[src/rtl/nvdla_dbb_wr_packer_if.sv]
// Handshake bundle for the DBB write packer: request, 64-bit data beats and
// the 32-bit hwpe stream toward the streamer's dbb sink FIFO.
interface nvdla_dbb_wr_packer_if #(
  parameter int ADDR_WIDTH = 32,
  parameter int LEN_WIDTH  = 4
);
  logic                  req_valid_i;
  logic                  req_ready_o;
  logic [ADDR_WIDTH-1:0] req_addr_i;
  logic [LEN_WIDTH-1:0]  req_len_i;

  logic                  dat_valid_i;
  logic                  dat_ready_o;
  logic [63:0]           dat_data_i;

  logic                  stream_valid_o;
  logic                  stream_ready_i;
  logic [31:0]           stream_data_o;
  logic [3:0]            stream_strb_o;

  // packer side
  modport slave (
    input  req_valid_i, req_addr_i, req_len_i,
    input  dat_valid_i, dat_data_i,
    input  stream_ready_i,
    output req_ready_o, dat_ready_o,
    output stream_valid_o, stream_data_o, stream_strb_o
  );

  // requester / stream-sink side
  modport master (
    output req_valid_i, req_addr_i, req_len_i,
    output dat_valid_i, dat_data_i,
    output stream_ready_i,
    input  req_ready_o, dat_ready_o,
    input  stream_valid_o, stream_data_o, stream_strb_o
  );
endinterface

[src/rtl/nvdla_dbb_wr_packer.sv]
// DBB write packer: turns one write request plus len+1 64-bit data beats into
// a 32-bit stream frame {addr, len, lo0, hi0, lo1, hi1, ...}.
module nvdla_dbb_wr_packer #(
  parameter int ADDR_WIDTH = 32,
  parameter int LEN_WIDTH  = 4
) (
  input  logic                        clk_i,
  input  logic                        rst_i,
  input  logic                        clear_i,
  input  logic                        enable_i,
  nvdla_dbb_wr_packer_if.slave        bus,
  output logic                        busy_o,
  output logic                        done_o,
  output logic [15:0]                 frames_o
);

  typedef enum logic [2:0] {
    IDLE     = 3'd0,
    HDR_ADDR = 3'd1,
    HDR_LEN  = 3'd2,
    DAT_LO   = 3'd3,
    DAT_HI   = 3'd4
  } state_t;

  state_t                state_q;
  logic [ADDR_WIDTH-1:0] addr_q;
  logic [LEN_WIDTH-1:0]  len_q;
  logic [LEN_WIDTH-1:0]  beat_q;
  logic [31:0]           hi_q;
  logic [15:0]           frames_q;
  logic                  done_q;

  // Stream/handshake outputs decoded from the current state. Header and high
  // word come from registers so they hold steady under backpressure; the low
  // word is a pass-through so a beat needs no extra buffering.
  always_comb begin
    bus.req_ready_o    = 1'b0;
    bus.dat_ready_o    = 1'b0;
    bus.stream_valid_o = 1'b0;
    bus.stream_data_o  = 32'h0;
    case (state_q)
      IDLE: begin
        bus.req_ready_o = enable_i & ~clear_i & ~rst_i;
      end
      HDR_ADDR: begin
        bus.stream_valid_o = 1'b1;
        bus.stream_data_o  = 32'(addr_q);
      end
      HDR_LEN: begin
        bus.stream_valid_o = 1'b1;
        bus.stream_data_o  = 32'(len_q);
      end
      DAT_LO: begin
        bus.stream_valid_o = bus.dat_valid_i;
        bus.stream_data_o  = bus.dat_data_i[31:0];
        bus.dat_ready_o    = bus.stream_ready_i;
      end
      DAT_HI: begin
        bus.stream_valid_o = 1'b1;
        bus.stream_data_o  = hi_q;
      end
      default: ;
    endcase
    bus.stream_strb_o = bus.stream_valid_o ? 4'hF : 4'h0;
  end

  assign busy_o   = (state_q != IDLE);
  assign done_o   = done_q;
  assign frames_o = frames_q;

  // Frame sequencer. The beat counter is compared against len before it is
  // bumped, so len = all-ones finishes on the last counter value with no wrap.
  always_ff @(posedge clk_i or posedge rst_i) begin
    if (rst_i) begin
      state_q  <= IDLE;
      addr_q   <= '0;
      len_q    <= '0;
      beat_q   <= '0;
      hi_q     <= 32'h0;
      frames_q <= 16'h0;
      done_q   <= 1'b0;
    end else if (clear_i) begin
      state_q  <= IDLE;
      beat_q   <= '0;
      hi_q     <= 32'h0;
      frames_q <= 16'h0;
      done_q   <= 1'b0;
    end else begin
      done_q <= 1'b0;
      case (state_q)
        IDLE: begin
          if (bus.req_valid_i && bus.req_ready_o) begin
            addr_q  <= bus.req_addr_i;
            len_q   <= bus.req_len_i;
            beat_q  <= '0;
            state_q <= HDR_ADDR;
          end
        end
        HDR_ADDR: begin
          if (bus.stream_ready_i) state_q <= HDR_LEN;
        end
        HDR_LEN: begin
          if (bus.stream_ready_i) state_q <= DAT_LO;
        end
        DAT_LO: begin
          if (bus.dat_valid_i && bus.stream_ready_i) begin
            hi_q    <= bus.dat_data_i[63:32];
            state_q <= DAT_HI;
          end
        end
        DAT_HI: begin
          if (bus.stream_ready_i) begin
            if (beat_q == len_q) begin
              state_q  <= IDLE;
              done_q   <= 1'b1;
              frames_q <= frames_q + 16'h1;
            end else begin
              beat_q  <= beat_q + 1'b1;
              state_q <= DAT_LO;
            end
          end
        end
        default: state_q <= IDLE;
      endcase
    end
  end

endmodule

[src/flat_wrapper.sv]
// flat-port wrapper written by rule: the top's interface ports become plain ports
module nvdla_dbb_wr_packer_flat 
#(
  parameter int ADDR_WIDTH = 32,
  parameter int LEN_WIDTH  = 4
)
  (clk_i, rst_i, clear_i, enable_i, busy_o, done_o, frames_o, bus_req_valid_i, bus_req_addr_i, bus_req_len_i, bus_dat_valid_i, bus_dat_data_i, bus_stream_ready_i, bus_req_ready_o, bus_dat_ready_o, bus_stream_valid_o, bus_stream_data_o, bus_stream_strb_o);
  nvdla_dbb_wr_packer_if #(.ADDR_WIDTH(ADDR_WIDTH), .LEN_WIDTH(LEN_WIDTH)) bus_i ();
  input  logic clk_i;
  input  logic rst_i;
  input  logic clear_i;
  input  logic enable_i;
  output logic busy_o;
  output logic done_o;
  output logic [15:0] frames_o;
  input wire logic [$bits(bus_i.req_valid_i)-1:0] bus_req_valid_i;
  input wire logic [$bits(bus_i.req_addr_i)-1:0] bus_req_addr_i;
  input wire logic [$bits(bus_i.req_len_i)-1:0] bus_req_len_i;
  input wire logic [$bits(bus_i.dat_valid_i)-1:0] bus_dat_valid_i;
  input wire logic [$bits(bus_i.dat_data_i)-1:0] bus_dat_data_i;
  input wire logic [$bits(bus_i.stream_ready_i)-1:0] bus_stream_ready_i;
  output wire logic [$bits(bus_i.req_ready_o)-1:0] bus_req_ready_o;
  output wire logic [$bits(bus_i.dat_ready_o)-1:0] bus_dat_ready_o;
  output wire logic [$bits(bus_i.stream_valid_o)-1:0] bus_stream_valid_o;
  output wire logic [$bits(bus_i.stream_data_o)-1:0] bus_stream_data_o;
  output wire logic [$bits(bus_i.stream_strb_o)-1:0] bus_stream_strb_o;
  assign bus_i.req_valid_i = bus_req_valid_i;
  assign bus_i.req_addr_i = bus_req_addr_i;
  assign bus_i.req_len_i = bus_req_len_i;
  assign bus_i.dat_valid_i = bus_dat_valid_i;
  assign bus_i.dat_data_i = bus_dat_data_i;
  assign bus_i.stream_ready_i = bus_stream_ready_i;
  assign bus_req_ready_o = bus_i.req_ready_o;
  assign bus_dat_ready_o = bus_i.dat_ready_o;
  assign bus_stream_valid_o = bus_i.stream_valid_o;
  assign bus_stream_data_o = bus_i.stream_data_o;
  assign bus_stream_strb_o = bus_i.stream_strb_o;
  nvdla_dbb_wr_packer #(.ADDR_WIDTH(ADDR_WIDTH), .LEN_WIDTH(LEN_WIDTH)) u_core (.clk_i(clk_i), .rst_i(rst_i), .clear_i(clear_i), .enable_i(enable_i), .bus(bus_i), .busy_o(busy_o), .done_o(done_o), .frames_o(frames_o));
endmodule
[config.mk]
export PLATFORM = sky130hd
export DESIGN_NAME = nvdla_dbb_wr_packer_flat
export DESIGN_NICKNAME = d
export VERILOG_FILES = /design/src/rtl/nvdla_dbb_wr_packer_if.sv /design/src/rtl/nvdla_dbb_wr_packer.sv /design/src/flat_wrapper.sv
export SDC_FILE = /design/constraint.sdc
export NUM_CORES = 1
export LEC_CHECK = 0
export CAP_MARGIN = 20
export CORE_ASPECT_RATIO = 1.2
export CORE_MARGIN = 2
export CORE_UTILIZATION = 25
export DETAILED_ROUTE_END_ITERATION = 8
export GPL_TIMING_DRIVEN = 0
export SYNTH_ARGS = -nofsm -noshare
export SYNTH_HDL_FRONTEND = slang
export SYNTH_SLANG_ARGS = --single-unit
[constraint.sdc]
create_clock -name clk_i -period 3.62 [get_ports clk_i]
set_input_delay 0.362 -clock clk_i [delete_from_list [all_inputs] [get_ports clk_i]]
set_output_delay 0.362 -clock clk_i [all_outputs]
set_load 0.02 [all_outputs]
# Word-level counts from Yosys, hierarchy flattened
# Cells that the tools add are included.
# classes
mux	29
multipliers	0
eq_ne	11
order_cmp	0
n_reduce_logical	16
bitwise	4
div	0
addsub	2
shifts	0
# ops
cell	n
$pmux W32 S4	1
$mux W32	3
$mux W16	4
$mux W4	5
$mux W3	6
$add A16 B1 Y16 const B	1
$pmux W3 S5	1
$ne A3 B3 Y1 const B	4
$reduce_bool A2 Y1	5
$pmux W4 S2	1
$eq A3 B2 Y1 const B	2
$mux W1	6
$ne A3 B2 Y1 const B	2
$reduce_and A3 Y1	2
$reduce_bool A3 Y1	2
$reduce_and A5 Y1	1
$add A4 B1 Y4 const B	1
$eq A4 B4 Y1	1
$reduce_and A4 Y1	1
$eq A3 B1 Y1 const B	1
$eq A3 B3 Y1 const B	1
$logic_not A3 Y1	1
$reduce_or A3 Y1	1
$and A1 B1 Y1	2
5 further kinds	7
# word_totals
in_bits	107
ramBits	0
memories	0
romBits	0
out_inout_bits	57
reg_bits	92
wordCells	69
latch_bits	0

# Longest topological paths before layout
# Gate-level depths: netlist (run 1).
# depth
ltp_word	8
mapped_depth	8
depth_no_buf	5

# Least setup slack after synthesis (run 1)
# OpenSTA, ideal clock, no wires.
# synth_timing
path_type	register to output
startpoint	reg u_core.state_q[1]
endpoint	out bus_stream_data_o[11]
arrival_ns	1.964
path_buffers	3
required_ns	3.258
path_stages_with_launch	6
path_slack_ns	1.294
cell_sequence	dfrtp_1 clkbuf_1 clkbuf_1 buf_1 mux2i_1 o21ai_0
# synth_between
elab_chain_len	2
elab_cells_between_ends	5
classes_between	eq/ne: 4; mux: 1
# synth_lines
item	line_no	text
from (decl)	nvdla_dbb_wr_packer.sv:25	state_t state_q;
from (signal assigned)	nvdla_dbb_wr_packer.sv:75	state_q <= IDLE;
from (signal assigned)	nvdla_dbb_wr_packer.sv:83	state_q <= IDLE;
from (signal assigned)	nvdla_dbb_wr_packer.sv:96	state_q <= HDR_ADDR;
$eq A3 B3 Y1, or another cell as far along	nvdla_dbb_wr_packer.sv:41	case (state_q)
$pmux W32 S4 (*)	nvdla_dbb_wr_packer.sv:41	
to (decl)	flat_wrapper.sv:25	output wire logic [$bits(bus_i.stream_data_o)-1:0] bus_stream_data_o;
# Every way passes the cells marked *; elsewhere a longest branch is shown, timed or not.

# Worst setup path in the final report (run 1)
# layout_timing
startpoint	reg u_core.state_q[1]
endpoint	out bus_stream_data_o[19]
# Same word-level chain as after synthesis.

==> impl_metrics.yaml, run 1 <==
logic_synthesis:
  synth_top_flop_cell: "dfrtp_1"
  synthMostInstantiatedCell: "nand2_1"
  synth_seq_area_share_pct: 49.4
  synthesis.area_sq_mm: 0.00466
  syn_nets: 595
  share_of_the_synthesized_area_in_the_top_cell_type_pct: 49.4
  synth_edf_count: 0
  synthesis.yosys.warnings: 0
  synth-seq-cells: 92
  synth_area_leaders: "dfrtp_1, nand2_1, mux2_2, mux2i_1, a21oi_1"
  netlist-cell-type-count: 38
  netlist.top_cell.by_area: "dfrtp_1"
  cells_after_synthesis: 486
  synthesis.area_per_instance_sq_um: 9.58
  synth.top_cells.by_count: "nand2_1, dfrtp_1, a21oi_1"
  asyncSetResetFlopFracSynth_pct: 100
global_route:
  grt_first_pass_wirelength_mm: 24.3
  gr-total-overflow: 0
  largest_net_degree_at_the_start_of_global_routing: 64
  grt_antenna_before_repair: 0
  groute.usage.overall_pct: 16.1
  first_global_vias: 4436
worst_setup_path:
  crit_end: "bus_stream_data_o[19]"
  worst_setup_path_end_kind: "output pin"
  reg2reg_slack_ns: 1.27
  critical_path_startpoint_category: "flip-flop"
  r2r-start: "u_core.state_q[1]"
  r2r_cells: 7
  worst-setup-path-type: "reg -> out"
  critical_path.reg2reg.endpoint: "u_core.frames_o[14]"
  worstPathRequired_ns: 3.26
  critPathMaxFanout: 10
  setup.worst_path.start: "u_core.state_q[1]"
  critPathArrivalTime_ns: 3.02
floorplan:
  placementRows: 54
  ioPinCount: 164
  core-area_sq_mm: 0.0182
  initial_core_util_pct: 25.5
  chipWidth_um: 129
  die_height_um: 154
  dieArea_sq_mm: 0.0197
drt:
  drt.antenna.violating_nets: 0
  post_drt_via_cell_ratio: 4.77
  total_number_of_vias: 4249
  met2_wirelength_mm: 7.73
  wl_met1_mm: 6.50
  route.met3.wl_mm: 1.09
  initialDrtViolationCount: 184
  wirelength_per_cell_um: 17.6
  total_length_of_routed_wires_mm: 15.6
  drt_pass1_iterations: 5
  top_layer_used: "met4"
  drc_violation_count_after_routing: 0
timing:
  finalCriticalPeriod_ns: 3.38
  final_critical_path_setup_slack_ns: 0.237
  rsz0062_at_grt: "false"
  final_hold_violating_endpoints: 0
  relSlewSlack_pct: 51.3
  fmaxAchievable_mhz: 296
  finalClockSkew_ns: 0.00861
  worst_slew_pin_slew_ns: 0.730
  number_of_endpoints_failing_setup_at_the_final_stage: 0
  timing.setup.tns_ns: 0
  slew_viol_final: 0
  final_critical_path_share_of_the_clock_period_pct: 93.4
layout:
  proportion_of_layout_cells_with_a_drive_suffix_above_1_pct: 10.7
  final_net_count: 770
  synthToLayoutAreaGrowth_pct: 49.0
  antenna_cells_inserted: 0
  post-route-util_pct: 38.0
  final_design_area_no_fill_sq_mm: 0.00694
  filler_cell_count_in_the_final_layout: 1882
pwr:
  p_clk_share_pct: 31.3
  p_sw_share_pct: 29.6
  share_comb_of_total_power_pct: 30.7
  max-vdd-ir-drop_mv: 0.259
  leakage_uw: 0.00263
  total_power_uw: 3390
  pwr-share-seq_pct: 38.0
  cellPowerDensity_mw_per_mm2: 489
  intPower_uw: 2390
  switching_power_uw: 1000
hold_path:
  hold_class: "in -> async"
placed_design:
  finalWeightedCongestion: 0.747
  dpl_hpwl_mm: 11.4
  post_dp_cell_area_sq_mm: 0.00660
  port_buffers: 163
  pre_cts_ws_ns: 0.179
outcome:
  run_status: "finished, final reports clean"
cts:
  tritoncts_clock_tree: "built"
  clock-root-buffer: "clkbuf_16"
  post_cts_hold_buffer_count: 0
  clock_buffer_count_from_cts: 9
  clock-sinks: 92
  clk_pin_slew_worst_paths_ns: 0.07
  max-clock-path-buffers: 2
  insertion_delay_ns: 0.35
  htreeDepth: 3
  post-cts-setup-buffers: 0
run:
  cap_violations: 0
## stage by stage
| stage | hold slack, ns | std cells |
|---|---|---|
| 2_1_floorplan | 0.479 | 486 |
| 3_3_place_gp | 0.486 | 873 |
| 3_5_place_dp | 0.492 | 874 |
| 4_1_cts | 0.421 | 890 |
| 5_1_grt | 0.469 | 890 |
| 6_report | 0.411 | 890 |
## flip-flops by register name, summed over array words and instances (netlist names)
signal           cells
u_core.len_q         4
u_core.hi_q         32
u_core.done_o        1
u_core.beat_q        4
u_core.addr_q       32
u_core.state_q       3
u_core.frames_o     16
## worst min path at each step
stage	cells after the start	slack, ns	to	from
3_5_place_dp	1	0.49	u_core.addr_q[7]	u_core.addr_q[7]
2_1_floorplan	1	0.48	u_core.addr_q[29]	u_core.addr_q[29]
3_3_place_gp	1	0.49	u_core.addr_q[9]	u_core.addr_q[9]
4_1_cts	2	0.42	u_core.state_q[0]	rst_i
6_report	2	0.41	u_core.beat_q[0]	rst_i
5_1_grt	2	0.47	u_core.beat_q[0]	rst_i
## layout make-up
type	instances	area, sq um	area share (%)
Sequential cell	92	2300	33.2
Multi-Input combinational cell	355	2190	31.5
Timing Repair Buffer	164	1660	23.9
Tap cell	224	280	4.04
Clock buffer	13	260	3.75
Buffer	37	173	2.49
Clock inverter	3	68.8	0.992
Inverter	2	10.0	0.144
## per-layer routing
| metal | vias to the layer above | track usage, % |
|---|---|---|
| li1 | 2029 | - |
| met1 | 2070 | 19.7 |
| met2 | 129 | 27.0 |
| met3 | 21 | 4.73 |
| met4 | 0 | 5.85 |
| met5 | - | 0 |
## layout by cell type, fill, tap and decap left out, types with 2 or more instances in the layout
| cell | instances |
|---|---|
| mux2i_1 | 33 |
| mux2_2 | 37 |
| nor3_1 | 6 |
| clkbuf_2 | 2 |
| a22oi_1 | 4 |
| nor2b_1 | 4 |
| nand4_1 | 7 |
| ha_1 | 2 |
| bufinv_16 | 2 |
| nor4_1 | 2 |
| clkbuf_8 | 2 |
| or4_1 | 6 |
| or3_1 | 4 |
| nor2_1 | 19 |
| a21oi_1 | 43 |
| clkdlybuf4s50_1 | 163 |
| xnor2_1 | 10 |
| clkbuf_16 | 9 |
| o31ai_1 | 5 |
| buf_4 | 4 |
| nand3_1 | 5 |
| o21ai_0 | 34 |
| dfrtp_1 | 92 |
| nand2b_1 | 5 |
| buf_2 | 7 |
| clkbuf_1 | 24 |
| o22ai_1 | 4 |
| nand2_1 | 112 |
## power groups by stage
stage	logic [uW]	registers, uW	clock network, uW
final	1040	1290	1060
after global routing	1130	1310	1120
after CTS	1060	1290	1090
after detailed placement	1050	1310	0
after global placement	1040	1300	0
after floorplan	597	1280	0
## cells by family after synthesis
family	share of synthesized area, %
AND/OR/NAND/NOR	17.3
AO/OA/AOI/OAI	11.0
flip-flops	49.4
multiplexers	16.0
buffers and inverters	3.65
XOR/XNOR	2.07
adder cells (fa/ha/maj)	0.537
## repair_timing
| action | in CTS | in global routing |
|---|---|---|
| resized for setup | 3 | 2 |
| pin swaps | 0 | 0 |
| cloned | 0 | 0 |
| endpoints found under the setup margin | 12 | 3 |
## worst max-delay path, stage by stage (launching register included)
cell and delay, ns:
dfrtp_1 0.36, clkbuf_1 0.17, nor3b_4 0.38, clkbuf_2 0.37
buf_1 0.45, nand2_1 0.18, o21ai_0 0.12, clkdlybuf4s50_1 0.63
No activity file was read; power rests on OpenSTA's default activity.
==> run 2, diff against run 1 <==
- CTS_BUF_LIST: unset -> sky130_fd_sc_hd__clkbuf_4 sky130_fd_sc_hd__clkbuf_8
==> impl_metrics.yaml, run 2 (synthesized netlist as in run 1, its figures left out) <==
outcome:
  run_status: "finished, final reports clean"
pwr:
  leakage_uw: 0.00259
  switching_power_uw: 975
  cellPowerDensity_mw_per_mm2: 461
  p_sw_share_pct: 30.9
  p_clk_share_pct: 26.3
  share_comb_of_total_power_pct: 32.9
  total_power_uw: 3160
  intPower_uw: 2180
  pwr-share-seq_pct: 40.8
  max-vdd-ir-drop_mv: 0.224
placed_design:
  port_buffers: 163
  pre_cts_ws_ns: 0.179
  dpl_hpwl_mm: 11.4
  finalWeightedCongestion: 0.747
drt:
  post_drt_via_cell_ratio: 4.81
  drt_pass1_iterations: 4
  wirelength_per_cell_um: 17.5
  drc_violation_count_after_routing: 0
  total_length_of_routed_wires_mm: 15.6
  drt.antenna.violating_nets: 0
  initialDrtViolationCount: 209
  total_number_of_vias: 4278
cts:
  htreeDepth: 3
  clock-root-buffer: "clkbuf_8"
  max-clock-path-buffers: 2
  clock-sinks: 92
  insertion_delay_ns: 0.38
  clk_pin_slew_worst_paths_ns: 0.10
  clock_buffer_count_from_cts: 9
  post-cts-setup-buffers: 0
  tritoncts_clock_tree: "built"
layout:
  post-route-util_pct: 37.5
  final_net_count: 770
  synthToLayoutAreaGrowth_pct: 47.0
  proportion_of_layout_cells_with_a_drive_suffix_above_1_pct: 11.0
  area.sequential_sq_mm: 0.00230
  antenna_cells_inserted: 0
  mostFrequentLayoutCells: "clkdlybuf4s50_1, nand2_1, dfrtp_1"
  final_common_cell: "clkdlybuf4s50_1"
  area_of_combinational_cells_with_multiple_inputs_sq_mm: 0.00219
  filler_cell_count_in_the_final_layout: 1895
global_route:
  grt_antenna_before_repair: 0
  gr-total-overflow: 0
  first_global_vias: 4377
  largest_net_degree_at_the_start_of_global_routing: 64
  groute.usage.overall_pct: 16.1
  grt_first_pass_wirelength_mm: 24.2
timing:
  finalClockSkew_ns: 0.0167
  worst_slew_pin_slew_ns: 0.730
  hold_ws_ns: 0.371
  number_of_endpoints_failing_setup_at_the_final_stage: 0
  final_hold_violating_endpoints: 0
  slew_viol_final: 0
  rsz0062_at_grt: "false"
  finalCriticalPeriod_ns: 3.42
  fmaxAchievable_mhz: 292
  relSlewSlack_pct: 51.3
  final_critical_path_setup_slack_ns: 0.198
  final_critical_path_share_of_the_clock_period_pct: 94.5
floorplan:
  die_height_um: 154
  initial_core_util_pct: 25.5
  dieArea_sq_mm: 0.0197
  ioPinCount: 164
  core-area_sq_mm: 0.0182
  placementRows: 54
  chipWidth_um: 129
worst_setup_path:
  critPathArrivalTime_ns: 3.06
  worstPathRequired_ns: 3.26
  critical_path.cell_chain: "clkbuf_1 -> nor3b_4 -> clkbuf_2 -> buf_1 -> nand2_1 -> o21ai_0 -> clkdlybuf4s50_1"
  worst-setup-path-type: "reg -> out"
  slowest_stage: "clkdlybuf4s50_1"
  worst_setup_path_end_kind: "output pin"
  critical_path_startpoint_category: "flip-flop"
  highest_cell_delay_on_the_worst_timing_path_ns: 0.63
  critPathMaxFanout: 10
run:
  cap_violations: 0
hold_path:
  hold_class: "in -> async"
-- run 2: what timing repair did --
action	4_1_cts	5_1_grt
hold buffers	0	0
resized for setup	3	2
endpoints found under the setup margin	20	9
-- run 2: worst max-delay path: cells and delay by family (launching register included) --
kind	cells	cell delay, ns
DFF	1	0.37
AOI/OAI and AO/OA	1	0.12
and+or+nand+nor	2	0.57
buffers and inverters	4	1.61
-- run 2: through the flow --
stage | instances | cell area (sq um) | setup TNS, ns
floorplan | 486 | 4660 | 0
global placement | 873 | 6570 | -85.96
detailed placement | 874 | 6600 | 0
CTS | 890 | 6840 | 0
global route | 890 | 6850 | 0
finish | 890 | 6850 | 0
-- run 2: layout make-up --
type / count / share of cell area, %
buffer: 37 / 2.52
clock buffer: 13 / 2.43
clock inverter: 3 / 1.01
inverter: 2 / 0.146
multi-input combinational: 355 / 31.9
sequential: 92 / 33.6
tap: 224 / 4.09
timing repair buffer: 164 / 24.2
-- run 2: worst paths after layout --
kind                                        start                    end  slack, ns  cells after the start
worst max register to register  u_core.state_q[1]    u_core.frames_o[14]       1.25                      7
max in group asynchronous                   rst_i      u_core.addr_q[29]       2.54                      3
worst min-delay path                        rst_i       u_core.beat_q[0]       0.37                      2
worst min register to register  u_core.addr_q[13]      u_core.addr_q[13]       0.51                      1
worst max-delay path            u_core.state_q[1]  bus_stream_data_o[19]       0.20                      7
min in group clk_i              u_core.addr_q[13]      u_core.addr_q[13]       0.51                      1
-- run 2: power by group through the flow --
stage	registers, uW	clock network, uW	logic [uW]
floorplan	1280	0	597
global placement	1300	0	1040
detailed placement	1310	0	1050
CTS	1290	862	1060
global route	1310	896	1130
finish	1290	832	1040
-- run 2: layer usage --
metal | vias up | share of wire (%) | track usage (%)
met2 | 143 | 50 | 27.2
met1 | 2100 | 42 | 19.7
met4 | 0 | 0.93 | 3.67
met5 | - | 0 | 0
li1 | 2027 | - | -
met3 | 8 | 7.3 | 5.81
==> run 3, diff against run 2 <==
- CAP_MARGIN: 20 -> unset
- CTS_BUF_LIST: sky130_fd_sc_hd__clkbuf_4 sky130_fd_sc_hd__clkbuf_8 -> unset
- GPL_TIMING_DRIVEN: 0 -> unset
==> impl_metrics.yaml, run 3 (synthesized netlist as in run 1, its figures left out) <==
outcome:
  run_status: "finished, final reports clean"
layout:
  synthToLayoutAreaGrowth_pct: 46.4
  post-route-util_pct: 37.4
  final_net_count: 742
  final_common_cell: "clkdlybuf4s50_1"
  mostFrequentLayoutCells: "clkdlybuf4s50_1, nand2_1, dfrtp_1"
  proportion_of_layout_cells_with_a_drive_suffix_above_1_pct: 11.1
drt:
  initialDrtViolationCount: 183
  drt_pass1_iterations: 4
  wirelength_per_cell_um: 16.5
  post_drt_via_cell_ratio: 4.81
  total_number_of_vias: 4153
  drc_violation_count_after_routing: 0
  drt.antenna.violating_nets: 0
  total_length_of_routed_wires_mm: 14.3
pwr:
  p_clk_share_pct: 31.1
  cellPowerDensity_mw_per_mm2: 486
  max-vdd-ir-drop_mv: 0.214
  p_sw_share_pct: 29.9
  leakage_uw: 0.00258
  pwr-share-seq_pct: 39.7
  switching_power_uw: 993
  intPower_uw: 2320
  share_comb_of_total_power_pct: 29.1
hold_path:
  hold_class: "reg -> reg"
cts:
  max-clock-path-buffers: 2
  clock-root-buffer: "clkbuf_16"
  clk_pin_slew_worst_paths_ns: 0.07
  post_cts_hold_buffer_count: 0
  clock-sinks: 92
  post_cts.resized_instances: 0
  htreeDepth: 3
  insertion_delay_ns: 0.35
  tritoncts_clock_tree: "built"
  clock_buffer_count_from_cts: 9
  post-cts-setup-buffers: 0
floorplan:
  initial_core_util_pct: 25.5
  die_height_um: 154
  dieArea_sq_mm: 0.0197
  placementRows: 54
  core-area_sq_mm: 0.0182
  chipWidth_um: 129
  ioPinCount: 164
worst_setup_path:
  critPathArrivalTime_ns: 2.56
  critical_path_startpoint_category: "flip-flop"
  worst-setup-path-type: "reg -> out"
  reg2reg_slack_ns: 1.10
  worstPathRequired_ns: 3.26
  critPathMaxFanout: 19
  worst_setup_path_end_kind: "output pin"
global_route:
  largest_net_degree_at_the_start_of_global_routing: 69
  first_global_vias: 4382
  grt_antenna_before_repair: 1
  gr-total-overflow: 0
  groute.usage.overall_pct: 14.7
  grt_first_pass_wirelength_mm: 22.9
timing:
  finalClockSkew_ns: 0.00500
  number_of_endpoints_failing_setup_at_the_final_stage: 0
  rsz0062_at_grt: "false"
  timing.setup.tns_ns: 0
  relSlewSlack_pct: 37.4
  final_critical_path_share_of_the_clock_period_pct: 80.7
  fmaxAchievable_mhz: 342
  finalCriticalPeriod_ns: 2.92
  slew_viol_final: 0
  worst_slew_pin_slew_ns: 0.939
  final_hold_violating_endpoints: 0
placed_design:
  finalWeightedCongestion: 0.787
  dpl_hpwl_mm: 10.2
  port_buffers: 163
run:
  cap_violations: 0
[run 3: cell type report]
cell class,instances,area [sq um]
fill,1847,11400
sequential,92,2300
multi-input combinational,355,2190
timing repair buffer,173,1710
tap,224,280
clock buffer,9,225
clock inverter,7,98.8
inverter,2,10.0
antenna,1,2.50
[run 3: per-layer routing]
| layer | wire length (um) | GRT usage, % | vias up | part of all wire (%) |
|---|---|---|---|---|
| met1 | 5810 | 17.8 | 2010 | 41 |
| met2 | 7120 | 25.1 | 145 | 50 |
| met3 | 1060 | 4.07 | 18 | 7.4 |
| met4 | 272 | 5.18 | 0 | 1.9 |
| li1 | - | - | 1980 | - |
| met5 | 0 | 0 | - | 0 |
[run 3: per-stage QoR]
stage,setup WS (ns),power (uW),hold WS (ns),area (sq um),instances
after floorplan,0.866,1880,0.479,4660,486
after global placement,1.04,2280,0.487,6490,846
after detailed placement,1.04,2310,0.493,6490,846
after CTS,0.630,3350,0.508,6820,862
after global routing,0.489,3490,0.524,6820,862
final,0.699,3320,0.507,6820,863
[run 3: critical path, cell delays in order, from the launching register on]
cell,delay (ns)
dfrtp_1,0.55
nor3b_4,0.49
buf_4,0.33
nand2_1,0.10
o21ai_0,0.10
clkdlybuf4s50_1,0.64
[run 3: final timing paths]
kind / start / endpoint / depth (start not counted)
worst max-delay path: u_core.state_q[0] / bus_stream_data_o[17] / 5
min in group asynchronous: rst_i / u_core.frames_o[2] / 2
max in group asynchronous: rst_i / u_core.frames_o[6] / 3
worst min-delay path: u_core.addr_q[5] / u_core.addr_q[5] / 1
worst max register to register: u_core.state_q[0] / u_core.addr_q[19] / 3
worst min register to register: u_core.addr_q[5] / u_core.addr_q[5] / 1
[run 3: power by group through the flow]
stage / Clock, uW / Combinational, uW / Sequential, uW
2_1_floorplan: 0 / 597 / 1280
3_3_place_gp: 0 / 960 / 1320
3_5_place_dp: 0 / 980 / 1330
4_1_cts: 1060 / 984 / 1310
5_1_grt: 1100 / 1050 / 1340
6_report: 1030 / 966 / 1320
